==> src/rtl/id_stage.sv <==
// Registered RV32I decode stage: instruction decode, register-file read, EX/MEM
// forwarding, load-use hazard bubbles and a valid/ready ID/EX pipeline register.
module id_stage #(
  parameter int XLEN        = 32,
  parameter int RA_W        = 5,
  parameter int FWD_MM      = 1,
  parameter int STALL_CNT_W = 16
) (
  input  logic                   clk,
  input  logic                   rst_n,
  input  logic                   in_valid,
  output logic                   in_ready,
  input  logic [XLEN-1:0]        in_pc,
  input  logic [31:0]            in_inst,
  output logic                   rf_re1,
  output logic                   rf_re2,
  output logic [RA_W-1:0]        rf_ra1,
  output logic [RA_W-1:0]        rf_ra2,
  input  logic [XLEN-1:0]        rf_rd1,
  input  logic [XLEN-1:0]        rf_rd2,
  input  logic                   ex_we,
  input  logic [RA_W-1:0]        ex_wa,
  input  logic [XLEN-1:0]        ex_wd,
  input  logic                   ex_is_load,
  input  logic                   mm_we,
  input  logic [RA_W-1:0]        mm_wa,
  input  logic [XLEN-1:0]        mm_wd,
  input  logic                   flush,
  output logic                   out_valid,
  input  logic                   out_ready,
  output logic [XLEN-1:0]        out_pc,
  output logic [6:0]             out_opcode,
  output logic [2:0]             out_funct3,
  output logic                   out_funct7b5,
  output logic [XLEN-1:0]        out_op1,
  output logic [XLEN-1:0]        out_op2,
  output logic [XLEN-1:0]        out_rs2,
  output logic [XLEN-1:0]        out_imm,
  output logic [RA_W-1:0]        out_wa,
  output logic                   out_we,
  output logic                   out_mem_rd,
  output logic                   out_mem_wr,
  output logic                   out_illegal,
  output logic [STALL_CNT_W-1:0] stall_cnt
);

  localparam logic [6:0] OPC_LUI    = 7'b0110111;
  localparam logic [6:0] OPC_AUIPC  = 7'b0010111;
  localparam logic [6:0] OPC_JAL    = 7'b1101111;
  localparam logic [6:0] OPC_JALR   = 7'b1100111;
  localparam logic [6:0] OPC_BRANCH = 7'b1100011;
  localparam logic [6:0] OPC_LOAD   = 7'b0000011;
  localparam logic [6:0] OPC_STORE  = 7'b0100011;
  localparam logic [6:0] OPC_OPIMM  = 7'b0010011;
  localparam logic [6:0] OPC_OP     = 7'b0110011;
  localparam logic [6:0] OPC_MISC   = 7'b0001111;
  localparam logic [6:0] OPC_SYSTEM = 7'b1110011;

  logic [6:0]      opc;
  logic [2:0]      f3;
  logic [RA_W-1:0] rs1_a, rs2_a, rd_a;
  logic [31:0]     imm32;
  logic [XLEN-1:0] imm;
  logic            use1, use2, wr_op, mem_rd, mem_wr, illegal;
  logic [XLEN-1:0] rs1_val, rs2_val, op1, op2;
  logic            hazard, adv;

  logic                   valid_q, we_q, mem_rd_q, mem_wr_q, illegal_q, f7b5_q;
  logic [XLEN-1:0]        pc_q, op1_q, op2_q, rs2_q, imm_q;
  logic [6:0]             opc_q;
  logic [2:0]             f3_q;
  logic [RA_W-1:0]        wa_q;
  logic [STALL_CNT_W-1:0] stall_q, stall_d;

  assign opc   = in_inst[6:0];
  assign f3    = in_inst[14:12];
  assign rs1_a = RA_W'(in_inst[19:15]);
  assign rs2_a = RA_W'(in_inst[24:20]);
  assign rd_a  = RA_W'(in_inst[11:7]);

  // Immediate is formed in 32 bits, then sign-extended to the datapath width.
  always_comb begin
    imm32 = 32'd0;
    case (opc)
      OPC_OPIMM: begin
        if (f3 == 3'b001 || f3 == 3'b101) imm32 = {27'd0, in_inst[24:20]};
        else                              imm32 = {{20{in_inst[31]}}, in_inst[31:20]};
      end
      OPC_JALR, OPC_LOAD: imm32 = {{20{in_inst[31]}}, in_inst[31:20]};
      OPC_STORE:  imm32 = {{20{in_inst[31]}}, in_inst[31:25], in_inst[11:7]};
      OPC_BRANCH: imm32 = {{19{in_inst[31]}}, in_inst[31], in_inst[7], in_inst[30:25],
                           in_inst[11:8], 1'b0};
      OPC_LUI, OPC_AUIPC: imm32 = {in_inst[31:12], 12'd0};
      OPC_JAL:    imm32 = {{11{in_inst[31]}}, in_inst[31], in_inst[19:12], in_inst[20],
                           in_inst[30:21], 1'b0};
      default:    imm32 = 32'd0;
    endcase
  end

  assign imm = XLEN'($signed(imm32));

  always_comb begin
    use1    = 1'b0;
    use2    = 1'b0;
    wr_op   = 1'b0;
    mem_rd  = 1'b0;
    mem_wr  = 1'b0;
    illegal = 1'b0;
    case (opc)
      OPC_LUI, OPC_AUIPC, OPC_JAL: wr_op = 1'b1;
      OPC_JALR:   begin use1 = 1'b1; wr_op = 1'b1; end
      OPC_BRANCH: begin use1 = 1'b1; use2 = 1'b1; end
      OPC_LOAD:   begin use1 = 1'b1; wr_op = 1'b1; mem_rd = 1'b1; end
      OPC_STORE:  begin use1 = 1'b1; use2 = 1'b1; mem_wr = 1'b1; end
      OPC_OPIMM:  begin use1 = 1'b1; wr_op = 1'b1; end
      OPC_OP:     begin use1 = 1'b1; use2 = 1'b1; wr_op = 1'b1; end
      OPC_MISC, OPC_SYSTEM: ;
      default:    illegal = 1'b1;
    endcase
  end

  function automatic logic [XLEN-1:0] resolve(
    input logic            used,
    input logic [RA_W-1:0] addr,
    input logic [XLEN-1:0] rf_val,
    input logic            e_we,
    input logic [RA_W-1:0] e_wa,
    input logic [XLEN-1:0] e_wd,
    input logic            m_we,
    input logic [RA_W-1:0] m_wa,
    input logic [XLEN-1:0] m_wd
  );
    if (!used || addr == '0)                         return '0;
    else if (e_we && e_wa == addr)                   return e_wd;
    else if (FWD_MM != 0 && m_we && m_wa == addr)    return m_wd;
    else                                             return rf_val;
  endfunction

  assign rs1_val = resolve(use1, rs1_a, rf_rd1, ex_we, ex_wa, ex_wd, mm_we, mm_wa, mm_wd);
  assign rs2_val = resolve(use2, rs2_a, rf_rd2, ex_we, ex_wa, ex_wd, mm_we, mm_wa, mm_wd);

  always_comb begin
    op1 = rs1_val;
    op2 = '0;
    case (opc)
      OPC_LUI:                       begin op1 = '0;    op2 = imm; end
      OPC_AUIPC:                     begin op1 = in_pc; op2 = imm; end
      OPC_JAL, OPC_JALR:             begin op1 = in_pc; op2 = XLEN'(4); end
      OPC_LOAD, OPC_STORE, OPC_OPIMM: op2 = imm;
      OPC_OP, OPC_BRANCH:            op2 = rs2_val;
      default:                       op2 = '0;
    endcase
  end

  // A load in EX cannot forward yet, so any used source matching it must wait.
  assign hazard = in_valid && ex_is_load && ex_we && (ex_wa != '0) &&
                  ((use1 && ex_wa == rs1_a) || (use2 && ex_wa == rs2_a));
  assign adv      = !valid_q || out_ready;
  assign in_ready = rst_n && (flush || (adv && !hazard));

  assign rf_re1 = use1;
  assign rf_re2 = use2;
  assign rf_ra1 = rs1_a;
  assign rf_ra2 = rs2_a;

  always_ff @(posedge clk or negedge rst_n) begin
    if (!rst_n) begin
      valid_q   <= 1'b0;
      pc_q      <= '0;
      opc_q     <= '0;
      f3_q      <= '0;
      f7b5_q    <= 1'b0;
      op1_q     <= '0;
      op2_q     <= '0;
      rs2_q     <= '0;
      imm_q     <= '0;
      wa_q      <= '0;
      we_q      <= 1'b0;
      mem_rd_q  <= 1'b0;
      mem_wr_q  <= 1'b0;
      illegal_q <= 1'b0;
    end else if (flush) begin
      valid_q <= 1'b0;
    end else if (adv) begin
      if (in_valid && !hazard) begin
        valid_q   <= (in_inst != 32'd0);
        pc_q      <= in_pc;
        opc_q     <= opc;
        f3_q      <= f3;
        f7b5_q    <= in_inst[30];
        op1_q     <= op1;
        op2_q     <= op2;
        rs2_q     <= rs2_val;
        imm_q     <= imm;
        wa_q      <= rd_a;
        we_q      <= wr_op && (rd_a != '0);
        mem_rd_q  <= mem_rd;
        mem_wr_q  <= mem_wr;
        illegal_q <= illegal;
      end else begin
        valid_q <= 1'b0;
      end
    end
  end

  always_comb begin
    stall_d = stall_q;
    if (hazard && adv && !flush && stall_q != '1) stall_d = stall_q + STALL_CNT_W'(1);
  end

  always_ff @(posedge clk or negedge rst_n) begin
    if (!rst_n) stall_q <= '0;
    else        stall_q <= stall_d;
  end

  assign out_valid    = valid_q;
  assign out_pc       = pc_q;
  assign out_opcode   = opc_q;
  assign out_funct3   = f3_q;
  assign out_funct7b5 = f7b5_q;
  assign out_op1      = op1_q;
  assign out_op2      = op2_q;
  assign out_rs2      = rs2_q;
  assign out_imm      = imm_q;
  assign out_wa       = wa_q;
  assign out_we       = we_q;
  assign out_mem_rd   = mem_rd_q;
  assign out_mem_wr   = mem_wr_q;
  assign out_illegal  = illegal_q;
  assign stall_cnt    = stall_q;

endmodule

==> config.mk <==
export PLATFORM = sky130hd
export DESIGN_NAME = id_stage
export DESIGN_NICKNAME = d
export VERILOG_FILES = /design/src/rtl/id_stage.sv
export SDC_FILE = /design/constraint.sdc
export NUM_CORES = 1
export LEC_CHECK = 0
export BUFFER_PORTS_ARGS = -buffer_cell sky130_fd_sc_hd__buf_2
export CAP_MARGIN = 10
export CORE_AREA = 8 8 159 161
export DETAILED_ROUTE_END_ITERATION = 12
export DIE_AREA = 0 0 167 169
export GPL_TIMING_DRIVEN = 1
export PLACE_DENSITY = 0.78
export SYNTH_ARGS = -nofsm -noshare
export SYNTH_HDL_FRONTEND = slang
export SYNTH_SLANG_ARGS = --single-unit
export TNS_END_PERCENT = 1
==> constraint.sdc <==
create_clock -name clk -period 7.2 [get_ports clk]
set_clock_uncertainty 0.05 [all_clocks]
set_input_delay 1.08 -clock clk [delete_from_list [all_inputs] [get_ports clk]]
set_output_delay 1.08 -clock clk [all_outputs]
set_load 0.02 [all_outputs]
==> summary.md <==
| Metric | Value |
|---|---|
| Status | `finished clean` |
| Synth area leader | `dfrtp_1` |
| Num ports | `420` |
| Top achievable clock speed | `0.207 GHz` |
| Seq/Total Area, Yosys | `46.8%` |
| Worst path top cell family by delay | `compound AO/OA/AOI/OAI gates` |
| Area occupied by multi-input gates | `5140 um^2` |
| Core ar. | `22900 um^2` |
| Max-Cap Viols | `0` |
| CTS H-tree depth | `4` |
| Total Routed Length | `45600 um` |
| FF/Latch Area | `4930 um^2` |
| Post-Syn Nets | `1385` |
| Buf+Inv Stages, Crit Path | `2` |
| Psw | `0.886 mW` |
| Design Power | `2.67 mW` |
| Reg2Reg Setup Slack | `4570 ps` |
| Vias/cell | `6.17` |
| RSZ-0062 raised after global routing | `false` |
| Clock tree sinks | `197` |
| Worst hold endpoint | `out_wa[3]` |
| Post-Syn Area | `10500 um^2` |
| Post-Synth Adder-Cell Area | `0.119%` |
| Hold path cells | `2` |
| Share of cells above drive strength 1 | `32.0%` |
| Reg2Reg Depth | `7` |
| Via count | `11273` |
| Gr usage total | `31.4%` |
| Drt drc | `0` |
| HP Start | `out_wa[3]` |
| Largest family of logic cells by synthesized area | `simple AND/OR/NAND/NOR gates` |
| Mean post-synth cell area | `8.97 um^2` |
| Post-CTS setup buffer count | `0` |
| Routed Antenna Nets | `0` |
| DR iter-0 viols | `1302` |
| Post-synthesis simple-gate area fraction | `22.4%` |
| Async SR Flop Fraction | `100%` |
| Clock Path Buffers | `2` |
| Final net count | `1730` |
| Reg2reg end | `out_op1[21]` |
| Yosys cell types | `60` |
| Largest cells by area after synthesis | `dfrtp_1 47%, nand2_1 9.3%, a221o_1 3.0%` |
| Most used routing layer | `met2` |
| Slew Viols, Final | `0` |
| Clock network power share | `36.1%` |
| Site Rows | `56` |
| Yosys warns | `0` |
| FILL cells | `2037` |
| Grt ovf | `0` |
| Final hold vios | `0` |
| Slowest-stage cell, CP | `nand3_2` |
| Data required, critical path | `6070 ps` |
| Worst r2r src | `out_valid` |
| Critical Path End Type | `output pin` |
| CTS buffer count | `17` |
| Top post-synthesis cells by count | `260 x nand2_1, 197 x dfrtp_1, 69 x clkbuf_1` |
| Main synth FF type | `dfrtp_1` |
| I/O Buffers | `419` |
| CTS Hold Bufs | `0` |
| Synth-to-Final Area Change | `26.7%` |
| First-pass GRT wire length | `68800 um` |
| Crit path max fanout | `33` |
| Post-synth EDFFs | `0` |
| Combinational power share | `19.3%` |
| Wirelength per Cell | `25.0 um` |
| Internal Power | `1.79 mW` |
| Cells after Synth | `1174` |
| Largest net degree at the start of global routing | `139` |
| Vias in the first global route | `11175` |
| DP Wirelength | `33800 um` |
| Resized cells post-CTS | `0` |
| Cell mode on critical path | `buf_2` |
| Portion of netlist area occupied by mux cells | `3.15%` |
| Area share of the largest cell type after synthesis | `46.8%` |
| WP data arrival | `3700 ps` |
| Die footprint | `28200 um^2` |
| Layout Utilization | `58.2%` |
| Power per cell area | `201 nW/um^2` |
| Placed Cells | `1788` |
| CTS Root Cell | `clkbuf_16` |
| Crit Path Class | `in2out` |
| CP Cell Sequence | `buf_2, xnor2_1, nand3_2, o2bb2a_1, o21a_1, nor3_1, nor2_1, buf_2` |
| CP max stage delay | `650 ps` |
| Leakage | `6.93 nW` |
| Initial Util | `45.9%` |
| Placer Congestion | `0.972` |
| Xor and xnor area share after synthesis | `2.75%` |
| Initial antenna violation count | `3` |
| M1 GR Usage | `39.9%` |
| Slew margin rel. | `13.4%` |
| TNS Setup | `0 ps` |
| Post-layout minimum cycle time | `4830 ps` |
| Sequential group share of total power | `44.7%` |
| Die extent in x | `167 um` |
| Sw frac | `33.1%` |
| CTS clk-pin slew, worst paths | `70 ps` |
| Final cell count without fillers | `1826` |
| Synth Area in Compound Gates | `19.8%` |
| Worst-Margin Slew | `1300 ps` |
| Post-route clock period utilization | `67.1%` |
| CP startpoint kind | `input port` |
| CTS tree | `yes` |
| Chip height | `169 um` |
| #FFs+latches synth | `197` |
| Met2 Use GR | `50.2%` |
| Clk_lat worst skew | `430 ps` |
| Cell with the most instances after synthesis | `nand2_1` |
| Met3 Resource Use GR | `7.48%` |
| Final setup viols | `0` |
| VDD IR max | `0.118 mV` |
| Worst min path class | `reg2reg` |
| Drt pass-1 iters | `6` |
registers in the layout (all words and copies together), names as in the netlist:
| name | cells |
|---|---|
| out_imm | 32 |
| out_op1 | 32 |
| out_op2 | 32 |
| out_pc | 32 |
| out_rs2 | 32 |
| stall_cnt | 16 |
| out_opcode | 7 |
| out_wa | 5 |
| out_funct3 | 3 |
| out_funct7b5 | 1 |
| out_illegal | 1 |
| out_mem_rd | 1 |
| out_mem_wr | 1 |
| out_valid | 1 |
| out_we | 1 |
metal layers:
layer  part of all wire, %  vias to the layer above
li1                      -                     4951
met1                    39                     5432
met2                    47                      760
met3                    10                      128
met4                   4.0                        2
met5                 0.018                        -
stage by stage:
| stage | setup slack, ps | instance area (um^2) | hold WS [ps] |
|---|---|---|---|
| after floorplan | 3320 | 10500 | 524 |
| after global placement | 2300 | 12700 | 399 |
| after detailed placement | 2220 | 12700 | 406 |
| after CTS | 2420 | 13300 | 425 |
| after global routing | 2260 | 13300 | 449 |
| final | 2370 | 13300 | 422 |
cells in the final DEF (no fill, tap or decap), drive strengths merged, types with 36 or more instances in the layout:
master / netlist / routed
o21ai: 49 / 49
a22o: 36 / 36
buf: 43 / 437
nand2: 260 / 260
nor3: 48 / 48
nor2: 51 / 51
dfrtp: 197 / 197
nand4: 40 / 40
a21oi: 49 / 49
power groups by stage:
stage	clock, mW	sequential (mW)	combinational (mW)
after floorplan	0	1.29	0.185
after global placement	0	1.21	0.498
after detailed placement	0	1.21	0.505
after CTS	0.971	1.19	0.505
after global routing	1.01	1.20	0.548
final	0.965	1.20	0.515
final cells by class:
class | count | share of cell area [%]
Multi-Input combinational cell | 860 | 38.5
Sequential cell | 197 | 37.0
Timing Repair Buffer | 438 | 17.2
Clock buffer | 18 | 3.22
Tap cell | 290 | 2.72
Clock inverter | 14 | 1.17
Inverter | 5 | 0.141
Antenna cell | 4 | 0.0751
worst register-to-register path, stage by stage, from the launching register on:
cell and delay, ps:
dfrtp_1 380, nand2b_1 140, nand3b_1 130, a41oi_2 280
o21a_4 500, buf_4 650, and3_1 340, a221o_1 110
worst max path at each step:
stage | from | end | slack [ps] | cells past startpoint
final | in_inst[20] | in_ready | 2370 | 8
after global routing | in_inst[22] | in_ready | 2260 | 8
after CTS | in_inst[20] | in_ready | 2420 | 8
after detailed placement | in_inst[20] | out_op1[3] | 2220 | 8
after global placement | in_inst[20] | out_op1[7] | 2300 | 8
after floorplan | in_inst[6] | in_ready | 3320 | 8
cell families after synthesis:
family | after synthesis
muxes | 33
AOI/OAI and AO/OA | 291
and+or+nand+nor | 502
adders and majority gates | 1
buffers and inverters | 117
xor gates and xnor gates | 33
DFF | 197
Power figures use the tool's default switching activity.
